<file path="src/rtl/ntt_sdf_ctrl.sv">
// Sequencing controller for a single-path delay-feedback NTT stage chain.
// Loads N coefficients, flushes the pipeline, collects N results, then clears the chain.
//
// state   | meaning
// --------+------------------------------------------------------------
// S_IDLE  | waiting for cfg_valid; mode bits may be latched
// S_LOAD  | N cycles feeding coefficients into the chain
// S_FLUSH | feeding zeros until the last result leaves the chain
// S_CLEAR | one-cycle synchronous clear of the stage chain
module ntt_sdf_ctrl #(
    parameter int LOGN     = 4,
    parameter int LOGQ     = 32,
    parameter int PIPE_LAT = 20
) (
    input  logic            clk,
    input  logic            rst,
    input  logic            cfg_valid,
    output logic            cfg_ready,
    input  logic            cfg_intt,
    input  logic            cfg_btf_gs,
    input  logic            in_valid,
    output logic            in_ready,
    input  logic [LOGQ-1:0] in_data,
    output logic            pipe_start,
    output logic            pipe_rst,
    output logic            pipe_intt,
    output logic            pipe_btf_gs,
    output logic [LOGQ-1:0] pipe_in,
    input  logic [LOGQ-1:0] pipe_out,
    output logic            out_valid,
    output logic [LOGQ-1:0] out_data,
    output logic            done,
    output logic            err_underrun
);

    localparam int N  = 1 << LOGN;
    localparam int TW = $clog2(N + PIPE_LAT + 1);
    localparam logic [TW-1:0] T_LOAD_END  = TW'(N - 1);
    localparam logic [TW-1:0] T_OUT_FIRST = TW'(PIPE_LAT);
    localparam logic [TW-1:0] T_OUT_LAST  = TW'(PIPE_LAT + N - 1);

    typedef enum logic [1:0] {S_IDLE, S_LOAD, S_FLUSH, S_CLEAR} state_t;

    state_t        state, state_nxt;
    logic [TW-1:0] t;
    logic          cfg_acc;
    logic          busy;
    logic          out_win;

    assign cfg_acc = (state == S_IDLE) && cfg_valid;
    assign busy    = (state == S_LOAD) || (state == S_FLUSH);
    // Result window: pipe_out carries the j-th result at t = PIPE_LAT + j.
    assign out_win = busy && (t >= T_OUT_FIRST) && (t <= T_OUT_LAST);

    always_comb begin
        state_nxt  = state;
        cfg_ready  = 1'b0;
        in_ready   = 1'b0;
        pipe_start = 1'b0;
        pipe_rst   = 1'b0;
        pipe_in    = '0;
        case (state)
            S_IDLE: begin
                cfg_ready = 1'b1;
                if (cfg_valid) state_nxt = S_LOAD;
            end
            S_LOAD: begin
                in_ready   = 1'b1;
                pipe_start = 1'b1;
                if (in_valid) pipe_in = in_data;
                if (t == T_LOAD_END) state_nxt = S_FLUSH;
            end
            S_FLUSH: begin
                pipe_start = 1'b1;
                if (t == T_OUT_LAST) state_nxt = S_CLEAR;
            end
            S_CLEAR: begin
                pipe_rst  = 1'b1;
                state_nxt = S_IDLE;
            end
            default: state_nxt = S_IDLE;
        endcase
        // Reset also clears the chain during the reset cycle itself.
        if (rst) begin
            cfg_ready  = 1'b0;
            in_ready   = 1'b0;
            pipe_start = 1'b0;
            pipe_in    = '0;
            pipe_rst   = 1'b1;
        end
    end

    always_ff @(posedge clk) begin
        if (rst) begin
            state        <= S_IDLE;
            t            <= '0;
            out_valid    <= 1'b0;
            out_data     <= '0;
            done         <= 1'b0;
            err_underrun <= 1'b0;
            pipe_intt    <= 1'b0;
            pipe_btf_gs  <= 1'b0;
        end else begin
            state     <= state_nxt;
            out_valid <= out_win;
            done      <= out_win && (t == T_OUT_LAST);
            if (out_win) out_data <= pipe_out;
            if (cfg_acc) begin
                t            <= '0;
                err_underrun <= 1'b0;
                pipe_intt    <= cfg_intt;
                pipe_btf_gs  <= cfg_btf_gs;
            end else if (busy && (t != T_OUT_LAST)) begin
                t <= t + 1'b1;
            end
            if ((state == S_LOAD) && !in_valid) err_underrun <= 1'b1;
        end
    end

endmodule

</file>
<file path="config.mk">
export PLATFORM = sky130hd
export DESIGN_NAME = ntt_sdf_ctrl
export DESIGN_NICKNAME = d
export VERILOG_FILES = /design/src/rtl/ntt_sdf_ctrl.sv
export SDC_FILE = /design/constraint.sdc
export NUM_CORES = 1
export LEC_CHECK = 0
export CAP_MARGIN = 20
export CORE_AREA = 3 3 79 81
export DETAILED_ROUTE_END_ITERATION = 6
export DIE_AREA = 0 0 82 84
export PLACE_DENSITY = 0.84
export SYNTH_ARGS = -nofsm -noshare
export SYNTH_HDL_FRONTEND = slang
export SYNTH_SLANG_ARGS = --single-unit
</file>
<file path="constraint.sdc">
create_clock -name clk -period 4.5 [get_ports clk]
set_input_delay 0.9 -clock clk [delete_from_list [all_inputs] [get_ports clk]]
set_output_delay 0.9 -clock clk [all_outputs]
set_load 0.02 [all_outputs]
</file>
======== Word level (Yosys, flattened, before mapping) ========
Cells that the tools add are included.
storage, ports and cells
  register bits after elaboration ......... 45
  input bits .............................. 70
  output and inout port bits .............. 73
cells by class
  add/sub/neg operators ................... 1
  order comparisons ....................... 2
  eq/ne operators ......................... 9
  multiplexer cells ....................... 17
  reductions and logical operators ........ 13
operators with widths
  cell                                                   count
  2-to-1 mux 32 bit                                      3
  2-to-1 mux 1 bit                                       10
  one-hot mux 2 bit (4 select lines)                     1
  adder 6 x 1 -> 6 bit, second input constant            1
  equality test 6 x 4 -> 1 bit, second input constant    1
  equality test 6 bit, second input constant             1
  >= comparator 6 x 5 -> 1 bit, second input constant    1
  <= comparator 6 bit, second input constant             1
  logical AND 1 bit                                      6
  2-to-1 mux 2 bit                                       3
  inequality test 6 bit, second input constant           1
  equality test 2 bit, second input constant             2
  inequality test 2 x 1 -> 1 bit, second input constant  2
  OR reduction 2 bit                                     2
  AND reduction 3 bit                                    1
  equality test 2 x 1 -> 1 bit, second input constant    1
  logical NOT 2 bit                                      1
  inequality test 2 bit, second input constant           1
  nonzero test 2 bit                                     1
  logical NOT 1 bit                                      1
  logical OR 1 bit                                       1

======== Logic depth before layout (Yosys ltp) ========
Gate-level depths: netlist (run 1).
  depth in word-level cells ............... 5
  gate-level depth with buffers ........... 6
  mapped depth without buffers ............ 6

======== Least setup slack after synthesis (run 1) ========
OpenSTA, ideal clock, no wires.
  kind .................................... input to output
  start point ............................. input port rst
  end point ............................... output port pipe_in[23]
  arrival time ............................ 1.834 ns
  path slack .............................. 1.766 ns
  cell stages on the path ................. 3
  path through ............................ nor2b_1 clkbuf_1 and3_1
on the way
  cells in the longest elaborated chain, start to end .. 1
RTL lines
  element            RTL line  text
  from (decl)        16        input logic rst,
  2-to-1 mux 32 bit  84        if (rst) begin
  to (decl)          28        output logic [LOGQ-1:0] pipe_in,
Every way passes these cells.

======== Worst setup path in the final report (run 1) ========
  start point ............................. input port in_valid
  end point ............................... output port pipe_in[16]
on the way
  cells in the longest elaborated chain, start to end .. 3
RTL lines
  element            RTL line  text
  from (decl)        21        input logic in_valid,
  2-to-1 mux 32 bit  70        if (in_valid) pipe_in = in_data;
  2-to-1 mux 32 bit  62        case (state)
  2-to-1 mux 32 bit  84
Every way passes these cells.

==> results of run 1 <==
-- cell usage after synthesis, drive strengths merged --
| library cell | count | area [um^2] |
|---|---|---|
| a21oi | 36 | 180.2 |
| a221oi | 1 | 8.760 |
| and3 | 32 | 200.2 |
| buf | 14 | 117.6 |
| clkbuf | 10 | 37.54 |
| dfxtp | 45 | 900.9 |
| ha | 6 | 75.07 |
| inv | 8 | 30.03 |
| mux2i | 2 | 20.02 |
| nand2 | 5 | 18.77 |
| nand2b | 4 | 25.02 |
| nand3 | 35 | 175.2 |
| nand3b | 1 | 7.510 |
| nand4 | 2 | 12.51 |
| nand4b | 1 | 8.760 |
| nor2 | 6 | 22.52 |
| nor2b | 3 | 18.77 |
| nor3 | 2 | 10.01 |
| o211ai | 1 | 7.510 |
| o21ai | 36 | 180.2 |
| o22a | 1 | 17.52 |
| o22ai | 1 | 20.02 |
| o2bb2ai | 1 | 8.760 |
| or2 | 2 | 12.52 |
| or3 | 1 | 6.260 |
| xnor2 | 1 | 8.760 |
| xor2 | 3 | 26.28 |
-- power by group through the flow --
stage	sequential (W)	clock, W	combinational, W
5_1_grt	0.000434	0.000271	0.000528
6_report	0.000431	0.000240	0.000490
4_1_cts	0.000431	0.000250	0.000493
2_1_floorplan	0.000443	0	0.000315
3_3_place_gp	0.000439	0	0.000484
3_5_place_dp	0.000440	0	0.000491
-- worst min path at each step --
stage | startpoint | end | slack [ps] | cells after the start
after global placement | err_underrun$_SDFFE_PP0P_ | err_underrun$_SDFFE_PP0P_ | 430 | 2
after floorplan | state[1]$_SDFFE_PP0P_ | state[1]$_SDFFE_PP0P_ | 480 | 2
after CTS | err_underrun$_SDFFE_PP0P_ | err_underrun$_SDFFE_PP0P_ | 460 | 2
final | err_underrun$_SDFFE_PP0P_ | err_underrun$_SDFFE_PP0P_ | 460 | 2
after global routing | err_underrun$_SDFFE_PP0P_ | err_underrun$_SDFFE_PP0P_ | 490 | 2
after detailed placement | err_underrun$_SDFFE_PP0P_ | err_underrun$_SDFFE_PP0P_ | 450 | 2
-- registers in the layout, summed over array words and instances (netlist names) --
register,flops
out_data,32
pipe_intt,1
pipe_btf_gs,1
out_valid,1
t,6
done,1
err_underrun,1
state,2
-- per-layer routing --
layer	vias to the layer above	track usage [%]	wire length [um]
met3	8	7.883	822
met4	0	4.985	87
met1	1069	22.57	2711
met2	124	29.54	2992
met5	-	0	0
li1	1170	-	-
-- metrics by stage --
step	util, %	hold slack [ps]	worst slack (ps)	area [um^2]
after CTS	65.31	458.3	813.6	3618
after global routing	65.31	492.6	684.0	3618
final	65.31	455.8	832.1	3618
after floorplan	-	484.5	1766	2157
after detailed placement	63.82	447.0	820.2	3536
after global placement	63.82	433.9	837.1	3536
-- cell families after synthesis --
logic type / count (synthesis)
mux: 2
xor+xnor: 4
compound gates: 77
flops: 45
fa+ha+maj: 6
buf+inv: 32
simple gates: 94
-- layout make-up --
class	instances	share of cell area, %
Clock buffer	6	2.006
Inverter	8	0.8299
Clock inverter	2	0.2766
Sequential cell	45	24.90
Multi-Input combinational cell	183	29.60
Timing Repair Buffer	145	39.90
Tap cell	72	2.490
-- worst max-delay path: cells and delay by family --
| kind | cells | cell delay [ps] |
|---|---|---|
| buffers and inverters | 2 | 1600 |
| and+or+nand+nor | 1 | 260 |
==> impl_results.md, run 1 <==
* Status: completed
* Initial Util at 38.93%
* DR vias/cell at 5.143
* Hpwl dp at 4.780 mm
* Die area at 6888 um^2
* GRT Util Overall at 18.54%
* Number of fill cells at 485
* Synth Area in Compound Gates at 19.61%
* Most frequent cells in the layout: 142 x clkdlybuf4s50_1, 45 x dfxtp_1, 36 x a21oi_1
* Critical path's most frequent cell: clkdlybuf4s50_1
* Worst slew margin at 33.22%
* Setup Fix Bufs, Post-CTS at 0
* Static Leak at 1.357 nW
* Worst-path clk slew at 80 ps
* Pwr dens at 320.9 nW/um^2
* Post-Synth XOR/XNOR Area at 1.624%
* CTS Buffer Depth at 2
* Global-route wire length before repair at 10.32 mm
* CTS Buf Count at 5
* Via Count at 2371
* TritonCTS clock tree: yes
* Chip height at 84 um
* Ratio of cells with drive above 1 in the final layout at 3.342%
* Peak supply drop at 0.2269 mV
* Register area at 900.9 um^2
* Max-cap viol count at 0
* Max stage delay on crit path at 960 ps
* CP endpoint: pipe_in[16]
* Routed WL per cell at 14.35 um
* Setup-failing EPs final at 0
* Distinct cell type count after synthesis at 32
* Startpoint Class: input port
* WL final at 6.614 mm
* Critical path capture point type: output port
* Largest net degree at the start of global routing at 42
* Initial antenna violation count at 0
* Fin crit period at 3668 ps
* Reg2reg setup slack at 2180 ps
* CTS root buf: clkbuf_8
* Synth-to-Final Area Change at 67.75%
* RR Startpoint: state[0]$_SDFFE_PP0P_
* Fin crit share at 81.51%
* Drt first pass iters at 5
* Placed Cells at 453
* Post-Synth Adder-Cell Area at 3.480%
* Post-synthesis cell area at 2157 um^2
* Number of global-route vias before repair at 2234
* Critical Path AT at 2770 ps
* Hold-fix buffers, CTS at 0
* Cts repair resizes at 0
* Total negative slack at 0 ps
* Crit path kind: input port to output port
* Footprint of the multi-input gates at 1071 um^2
* Simple-gate portion of the synthesized area at 24.01%
* Synth Register Bits at 45
* Sw Ratio at 39.00%
* Clk Latency, worst-skew pair at 290 ps
* Finished Layout Cells at 461
* Sequential-to-total area share from yosys stat at 41.76%
* Sink Count at 45
* Critical Path RT at 3600 ps
* Drt drc at 0
* Post-synthesis mux area share at 0.9281%
* Cell count after synthesis at 260
* Comb pwr share at 42.2%
* CP startpoint: in_valid
* Largest family of logic cells by synthesized area: simple AND/OR/NAND/NOR gates
* Io pins at 143
* Port Buffers at 142
* Final hold vios at 0
* Commonest non-fill, non-tap cell in the layout: clkdlybuf4s50_1
* Final Total Pwr at 0.001161 W
* RSZ-0062 raised after global routing: no
* Reg2Reg Capture Point: out_data[26]$_SDFFE_PP0P_
* First DRT Iteration DRCs at 128
* Clock Power Share at 20.7%
* Slowest CP cell: clkdlybuf4s50_1
* Gp weighted congestion at 0.7654
* Final slew viol count at 0
* Antenna Cells at 0
* Gr ovfl total at 0
* Net count after synthesis at 336
* Routed Antenna Nets at 0
* Final-stage net count at 464
* Max FO, Critical Path at 33
* Int Pwr at 0.0007082 W
* Hold crit path type: flip-flop to flip-flop
* Synthesis Warnings at 0
* Num rows at 27
* Clock Skew at 5.716 ps
* Worst-Margin Slew at 1001 ps
* Syn avg cell area at 8.296 um^2
* Crit-path cells: clkdlybuf4s50_1 > and3_1 > clkdlybuf4s50_1
* Sw power at 0.0004528 W
* Die span in x at 82 um
* Max Clk Rate at 272.6 MHz
* Core area at 5540 um^2
* H-tree depth at 2
* Sequential share of power at 37.1%
* Worst reg2reg path depth at 6
No activity file was read; power rests on OpenSTA's default activity.
==> run 2, diff against run 1 <==
--- a/config.mk
+++ b/config.mk
@@ -6,10 +6,10 @@
 export NUM_CORES = 1
 export LEC_CHECK = 0
 export CAP_MARGIN = 20
-export CORE_AREA = 3 3 79 81
+export CORE_AREA = 3 3 82 84
 export DETAILED_ROUTE_END_ITERATION = 6
-export DIE_AREA = 0 0 82 84
-export PLACE_DENSITY = 0.84
+export DIE_AREA = 0 0 85 87
+export PLACE_DENSITY = 0.79
 export SYNTH_ARGS = -nofsm -noshare
 export SYNTH_HDL_FRONTEND = slang
 export SYNTH_SLANG_ARGS = --single-unit
==> constraint.sdc (replaced) <==
create_clock -name clk -period 3.4 [get_ports clk]
set_input_delay 0.68 -clock clk [delete_from_list [all_inputs] [get_ports clk]]
set_output_delay 0.68 -clock clk [all_outputs]
set_load 0.02 [all_outputs]
==> run 2 against run 1 <==
Net effect:
- non-clock buffer count is 1 higher
- largest power group unchanged
- largest cell class unchanged
- die area grew 7.4%
- combinational power is 32% higher
- critical path depth grew 2
- cell area up 1.2%
- clock power grew 71%
- first-iteration DRC count is 24% lower
- core utilization shrank 4.2 points
- critical path type unchanged
- hold slack got worse by 2.9 ps
==> impl_results.md, run 2 (synthesized netlist as in run 1, its figures left out) <==
* Io pins at 143 (unchanged)
* Sink Count at 45 (unchanged)
* RSZ-0062 raised after global routing: no (unchanged)
* Initial antenna violation count at 0 (unchanged)
* Largest net degree at the start of global routing at 42 (unchanged)
* Hold-fix buffers, CTS at 0 (unchanged)
* Critical path's most frequent cell: clkdlybuf4s50_1 (unchanged)
* Num rows at 28 (was 27)
* Antenna Cells at 0 (unchanged)
* First DRT Iteration DRCs at 97 (was 128)
* Final Total Pwr at 0.001628 W (was 0.001161 W)
* Total negative slack at 0 ps (unchanged)
* H-tree depth at 2 (unchanged)
* GRT Util Overall at 17.09% (was 18.54%)
* Max Clk Rate at 328.7 MHz
* Fin crit period at 3042 ps
* Startpoint Class: input port (unchanged)
* Routed WL per cell at 14.08 um (was 14.35 um)
* Critical path capture point type: output port (unchanged)
* Status: completed (unchanged)
* Crit-path cells: clkdlybuf4s50_1 > nor2b_1 > buf_4 > and3_1 > clkdlybuf4s50_1 (was clkdlybuf4s50_1 > and3_1 > clkdlybuf4s50_1)
* Number of global-route vias before repair at 2260 (was 2234)
* Clock Skew at 5.205 ps (was 5.716 ps)
* Routed Antenna Nets at 0 (unchanged)
* Final slew viol count at 0 (unchanged)
* Worst-path clk slew at 80 ps (about the same)
* Fin crit share at 89.48%
* CTS root buf: clkbuf_8 (unchanged)
* Number of fill cells at 526 (was 485)
* Finished Layout Cells at 465 (was 461)
* Critical Path AT at 2360 ps (was 2770 ps)
* Port Buffers at 142 (unchanged)
* Die span in x at 85 um (was 82 um)
* Global-route wire length before repair at 10.47 mm (was 10.32 mm)
* Most frequent cells in the layout: 142 x clkdlybuf4s50_1, 45 x dfxtp_1, 36 x a21oi_1 (unchanged)
* Core area at 5991 um^2 (was 5540 um^2)
* Worst slew margin at 36.37% (was 33.22%)
* Chip height at 87 um (was 84 um)
* CTS Buf Count at 5 (unchanged)
* Cts repair resizes at 0 (unchanged)
* Top flop regs: out_data x32, t x6, state x2 (unchanged)
* DR vias/cell at 5.123 (was 5.143)
* WL final at 6.549 mm (was 6.614 mm)
* Ratio of cells with drive above 1 in the final layout at 3.590% (was 3.342%)
* Pwr dens at 444.3 nW/um^2 (was 320.9 nW/um^2)
* Fin Hold WS at 452.9 ps (was 455.8 ps)
* Static Leak at 1.375 nW (was 1.357 nW)
* Hpwl dp at 4.782 mm (was 4.780 mm)
* CTS Buffer Depth at 2 (unchanged)
* Setup Fix Bufs, Post-CTS at 0 (unchanged)
* Final hold vios at 0 (unchanged)
* Final-stage net count at 465 (was 464)
* Synth-to-Final Area Change at 69.84% (was 67.75%)
* Drt drc at 0 (unchanged)
* Clk Latency, worst-skew pair at 290 ps (about the same)
* Commonest non-fill, non-tap cell in the layout: clkdlybuf4s50_1 (unchanged)
* Max-cap viol count at 0 (unchanged)
* Final Util at 61.15% (was 65.31%)
* Initial Util at 36.01% (was 38.93%)
* Crit path kind: input port to output port (unchanged)
* Hold crit path type: flip-flop to flip-flop (unchanged)
* Critical Path RT at 2720 ps (was 3600 ps)
* Gp weighted congestion at 0.7711 (was 0.7654)
* Drt first pass iters at 5 (unchanged)
* Gr ovfl total at 0 (unchanged)
* Via Count at 2382 (was 2371)
* Number of flip-flops in the largest register at 32 (unchanged)
* Slowest CP cell: clkdlybuf4s50_1 (unchanged)
* Setup-failing EPs final at 0 (unchanged)
* Die area at 7395 um^2 (was 6888 um^2)
* Peak supply drop at 0.2340 mV (was 0.2269 mV)
* Biggest register: out_data (unchanged)
* Placed Cells at 457 (was 453)
* Worst-Margin Slew at 953.4 ps (was 1001 ps)
* TritonCTS clock tree: yes (unchanged)
* Max stage delay on crit path at 630 ps (was 960 ps)
* Max FO, Critical Path at 34 (was 33)
-- run 2: changes by cell type in the layout (fill, tap and decap cells not counted) --
cell,before,now
bufinv_16,0,1
clkbuf_8,5,6
clkinv_2,2,0
buf_4,3,4
-- run 2: critical path: cells and delay by family --
family / cells / cell delay, ps
and+or+nand+nor: 2 / 350
buffers and inverters: 3 / 1330
-- run 2: path summary, 6_finish.rpt --
path,startpoint,end,slack [ps],depth (start not counted)
max,rst,pipe_in[21],360,5
min,err_underrun$_SDFFE_PP0P_,err_underrun$_SDFFE_PP0P_,450,2
max reg2reg,state[0]$_SDFFE_PP0P_,out_data[26]$_SDFFE_PP0P_,1160,6
min reg2reg,err_underrun$_SDFFE_PP0P_,err_underrun$_SDFFE_PP0P_,450,2
-- run 2: where the power goes --
group          internal [W]  switching [W]  total (W)
logic              0.000244       0.000402   0.000646
registers          0.000551      0.0000191   0.000570
clock network      0.000240       0.000172   0.000411
total               0.00104       0.000592    0.00163
-- run 2: area by class of cell --
| class | instances | area [um^2] | area share (%) |
|---|---|---|---|
| timing repair buffer | 146 | 1451 | 39.62 |
| multi-input combinational | 183 | 1071 | 29.24 |
| tap | 75 | 93.84 | 2.561 |
| inverter | 8 | 30.03 | 0.8197 |
| clock inverter | 1 | 30.03 | 0.8197 |
| clock buffer | 7 | 86.33 | 2.357 |
| sequential | 45 | 900.9 | 24.59 |
-- run 2: through the flow --
stage	area, um^2	setup WS, ps
6_report	3664	357.8
3_3_place_gp	3547	376.5
3_5_place_dp	3547	361.1
5_1_grt	3664	276.8
4_1_cts	3664	348.5
2_1_floorplan	2157	1106
-- run 2: routing by layer --
layer,vias to the layer above,routed length [um],share of wire (%),global-route usage (%)
li1,1176,-,-,-
met1,1090,2578,39,19.63
met2,110,3216,49,29.59
met3,6,681,10,7.096
met4,0,73,1.1,4.029
met5,-,0,0,0
==> run 3, diff against run 2 <==
--- a/config.mk
+++ b/config.mk
@@ -6,10 +6,11 @@
 export NUM_CORES = 1
 export LEC_CHECK = 0
 export CAP_MARGIN = 20
-export CORE_AREA = 3 3 82 84
+export CORE_AREA = 3 3 81 83
+export CTS_BUF_LIST = sky130_fd_sc_hd__clkbuf_8
 export DETAILED_ROUTE_END_ITERATION = 6
-export DIE_AREA = 0 0 85 87
-export PLACE_DENSITY = 0.79
+export DIE_AREA = 0 0 84 86
+export PLACE_DENSITY = 0.81
 export SYNTH_ARGS = -nofsm -noshare
 export SYNTH_HDL_FRONTEND = slang
 export SYNTH_SLANG_ARGS = --single-unit
==> run 3 against run 2 <==
Net effect:
- maximum frequency grew 1.4%
- largest cell class unchanged
- non-clock buffer count is the same
- wire length grew 0.89%
- combinational power is essentially flat
- die area shrank 2.3%
- cell count is the same
- setup slack gained 41 ps
- count of clock-buffer cells in the layout shrank 1
- critical path type unchanged
- highest routed layer unchanged
- sequential power is essentially flat
- register-to-register slack lost 40 ps
- clock power is essentially flat
- sequential share of layout area is essentially flat
==> impl_results.md, run 3 (synthesized netlist as in run 1, its figures left out) <==
* Status: completed (unchanged)
* Core area at 5921 um^2 (was 5991 um^2)
* Slowest CP cell: clkdlybuf4s50_1 (unchanged)
* Pwr dens at 444.6 nW/um^2 (was 444.3 nW/um^2)
* Drt drc at 0 (unchanged)
* Global-route wire length before repair at 10.80 mm (was 10.47 mm)
* Ratio of cells with drive above 1 in the final layout at 3.846% (was 3.590%)
* Buf+Inv Stages, Crit Path at 4 (was 3)
* Dpl cell area at 3547 um^2 (unchanged)
* Setup-failing EPs final at 0 (unchanged)
* Number of flip-flops in the largest register at 32 (unchanged)
* Final hold vios at 0 (unchanged)
* Max-cap viol count at 0 (unchanged)
* Gp weighted congestion at 0.7258 (was 0.7711)
* Max stage delay on crit path at 530 ps (was 630 ps)
* Max Clk Rate at 333.2 MHz (was 328.7 MHz)
* Num rows at 28 (unchanged)
* Routed WL per cell at 14.21 um (was 14.08 um)
* Clk Latency, worst-skew pair at 290 ps (about the same)
* Worst path top cell family by delay: buffers and inverters (unchanged)
* CP startpoint: rst (unchanged)
* Final slew viol count at 0 (unchanged)
* Post-route cell area at 3667 um^2 (was 3664 um^2)
* Crit-path cells: clkdlybuf4s50_1 > buf_4 > nand2b_1 > inv_1 > clkdlybuf4s50_1 (was clkdlybuf4s50_1 > nor2b_1 > buf_4 > and3_1 > clkdlybuf4s50_1)
* Routed Antenna Nets at 0 (unchanged)
* Hpwl dp at 4.837 mm (was 4.782 mm)
* Port Buffers at 142 (unchanged)
* Static Leak at 1.374 nW (was 1.375 nW)
* WL final at 6.607 mm (was 6.549 mm)
* Antenna Cells at 0 (unchanged)
* Worst-Margin Slew at 985.9 ps (was 953.4 ps)
* Hold-fix buffers, CTS at 0 (unchanged)
* Initial antenna violation count at 0 (unchanged)
* Critical Path RT at 2720 ps (about the same)
* CP endpoint: pipe_start (was pipe_in[21])
* Critical path's most frequent cell: clkdlybuf4s50_1 (unchanged)
* Final-stage net count at 465 (unchanged)
* Startpoint Class: input port (unchanged)
* Fin crit share at 88.26% (was 89.48%)
* Die span in x at 84 um (was 85 um)
* CTS Buffer Depth at 2 (unchanged)
* Sink Count at 45 (unchanged)
* Critical Path AT at 2320 ps (was 2360 ps)
* DR vias/cell at 5.155 (was 5.123)
* RSZ-0062 raised after global routing: no (unchanged)
* Io pins at 143 (unchanged)
* CTS root buf: clkbuf_8 (unchanged)
* Clock Skew at 6.176 ps (was 5.205 ps)
* Setup Fix Bufs, Post-CTS at 0 (unchanged)
* Peak supply drop at 0.2704 mV (was 0.2340 mV)
* Cts repair resizes at 0 (unchanged)
* Number of global-route vias before repair at 2406 (was 2260)
* Reg2reg setup slack at 1120 ps (was 1160 ps)
* Drt first pass iters at 5 (unchanged)
* Synth-to-Final Area Change at 70.01% (was 69.84%)
* Worst-path clk slew at 80 ps (about the same)
* Biggest register: out_data (unchanged)
* Max FO, Critical Path at 41 (was 34)
* Hold crit path type: flip-flop to flip-flop (unchanged)
* Initial Util at 36.43% (was 36.01%)
* RR Startpoint: state[0]$_SDFFE_PP0P_ (unchanged)
* Reg2Reg Capture Point: out_data[25]$_SDFFE_PP0P_ (was out_data[26]$_SDFFE_PP0P_)
* Via Count at 2397 (was 2382)
* Most frequent cells in the layout: 142 x clkdlybuf4s50_1, 45 x dfxtp_1, 36 x a21oi_1 (unchanged)
* Worst reg2reg path depth at 6 (unchanged)
* Chip height at 86 um (was 87 um)
* Top flop regs: out_data x32, t x6, state x2 (unchanged)
* Commonest non-fill, non-tap cell in the layout: clkdlybuf4s50_1 (unchanged)
* Total negative slack at 0 ps (unchanged)
* H-tree depth at 2 (unchanged)
* GRT Util Overall at 17.87% (was 17.09%)
* Crit path kind: input port to output port (unchanged)
* Largest net degree at the start of global routing at 42 (unchanged)
* Fin crit period at 3001 ps (was 3042 ps)
* TritonCTS clock tree: yes (unchanged)
* Crit path depth at 5 (unchanged)
* Die area at 7224 um^2 (was 7395 um^2)
* Critical path capture point type: output port (unchanged)
* Gr ovfl total at 0 (unchanged)
* First DRT Iteration DRCs at 136 (was 97)
* Worst slew margin at 34.20% (was 36.37%)
* CTS Buf Count at 5 (unchanged)
## run 3: changes by cell type in the layout (fill, tap and decap cells not counted)
cell,delta
clkinvlp_4,+1
clkbuf_1,-1
## run 3: cell type report
| cell class | instances | area [um^2] |
|---|---|---|
| clock buffer | 6 | 82.58 |
| clock inverter | 2 | 37.54 |
| fill | 513 | 2253 |
| inverter | 8 | 30.03 |
| multi-input combinational | 183 | 1071 |
| sequential | 45 | 900.9 |
| tap | 75 | 93.84 |
| timing repair buffer | 146 | 1451 |
## run 3: how the worst min path moves through the flow
stage	end	cells after the start	from	slack, ps
final	err_underrun$_SDFFE_PP0P_	2	err_underrun$_SDFFE_PP0P_	460
after global routing	err_underrun$_SDFFE_PP0P_	2	err_underrun$_SDFFE_PP0P_	480
after global placement	err_underrun$_SDFFE_PP0P_	2	err_underrun$_SDFFE_PP0P_	430
after detailed placement	err_underrun$_SDFFE_PP0P_	2	err_underrun$_SDFFE_PP0P_	460
after floorplan	state[1]$_SDFFE_PP0P_	2	state[1]$_SDFFE_PP0P_	480
after CTS	err_underrun$_SDFFE_PP0P_	2	err_underrun$_SDFFE_PP0P_	470
## run 3: power by group
group / total [W] / internal, W / switching (W) / leakage (nW)
registers: 0.000571 / 0.000551 / 0.0000196 / 0.363
logic: 0.000646 / 0.000244 / 0.000402 / 0.953
clock network: 0.000414 / 0.000239 / 0.000175 / 0.0574
## run 3: tightest hold or removal path: cells and delay by family (launching register included)
kind	cells	cell delay (ps)
DFF	1	320
AOI/OAI and AO/OA	1	50
buffers and inverters	1	50
## run 3: per-layer routing
metal  global-route usage [%]  part of all wire, %
met1                    19.40                   39
met2                    32.47                   50
met3                    6.916                   10
met4                    4.971                 0.97
met5                        0                    0
## run 3: through the flow
stage	utilization [%]	setup slack (ps)	std cells	power, W	hold slack (ps)
global placement	59.91	375.3	457	0.001217	433.3
finish	61.94	399.2	465	0.001631	462.1
detailed placement	59.91	388.7	457	0.001230	456.4
global route	61.94	276.6	465	0.001730	480.0
CTS	61.94	389.3	465	0.001644	468.2
floorplan	-	1106	260	0.001004	484.5
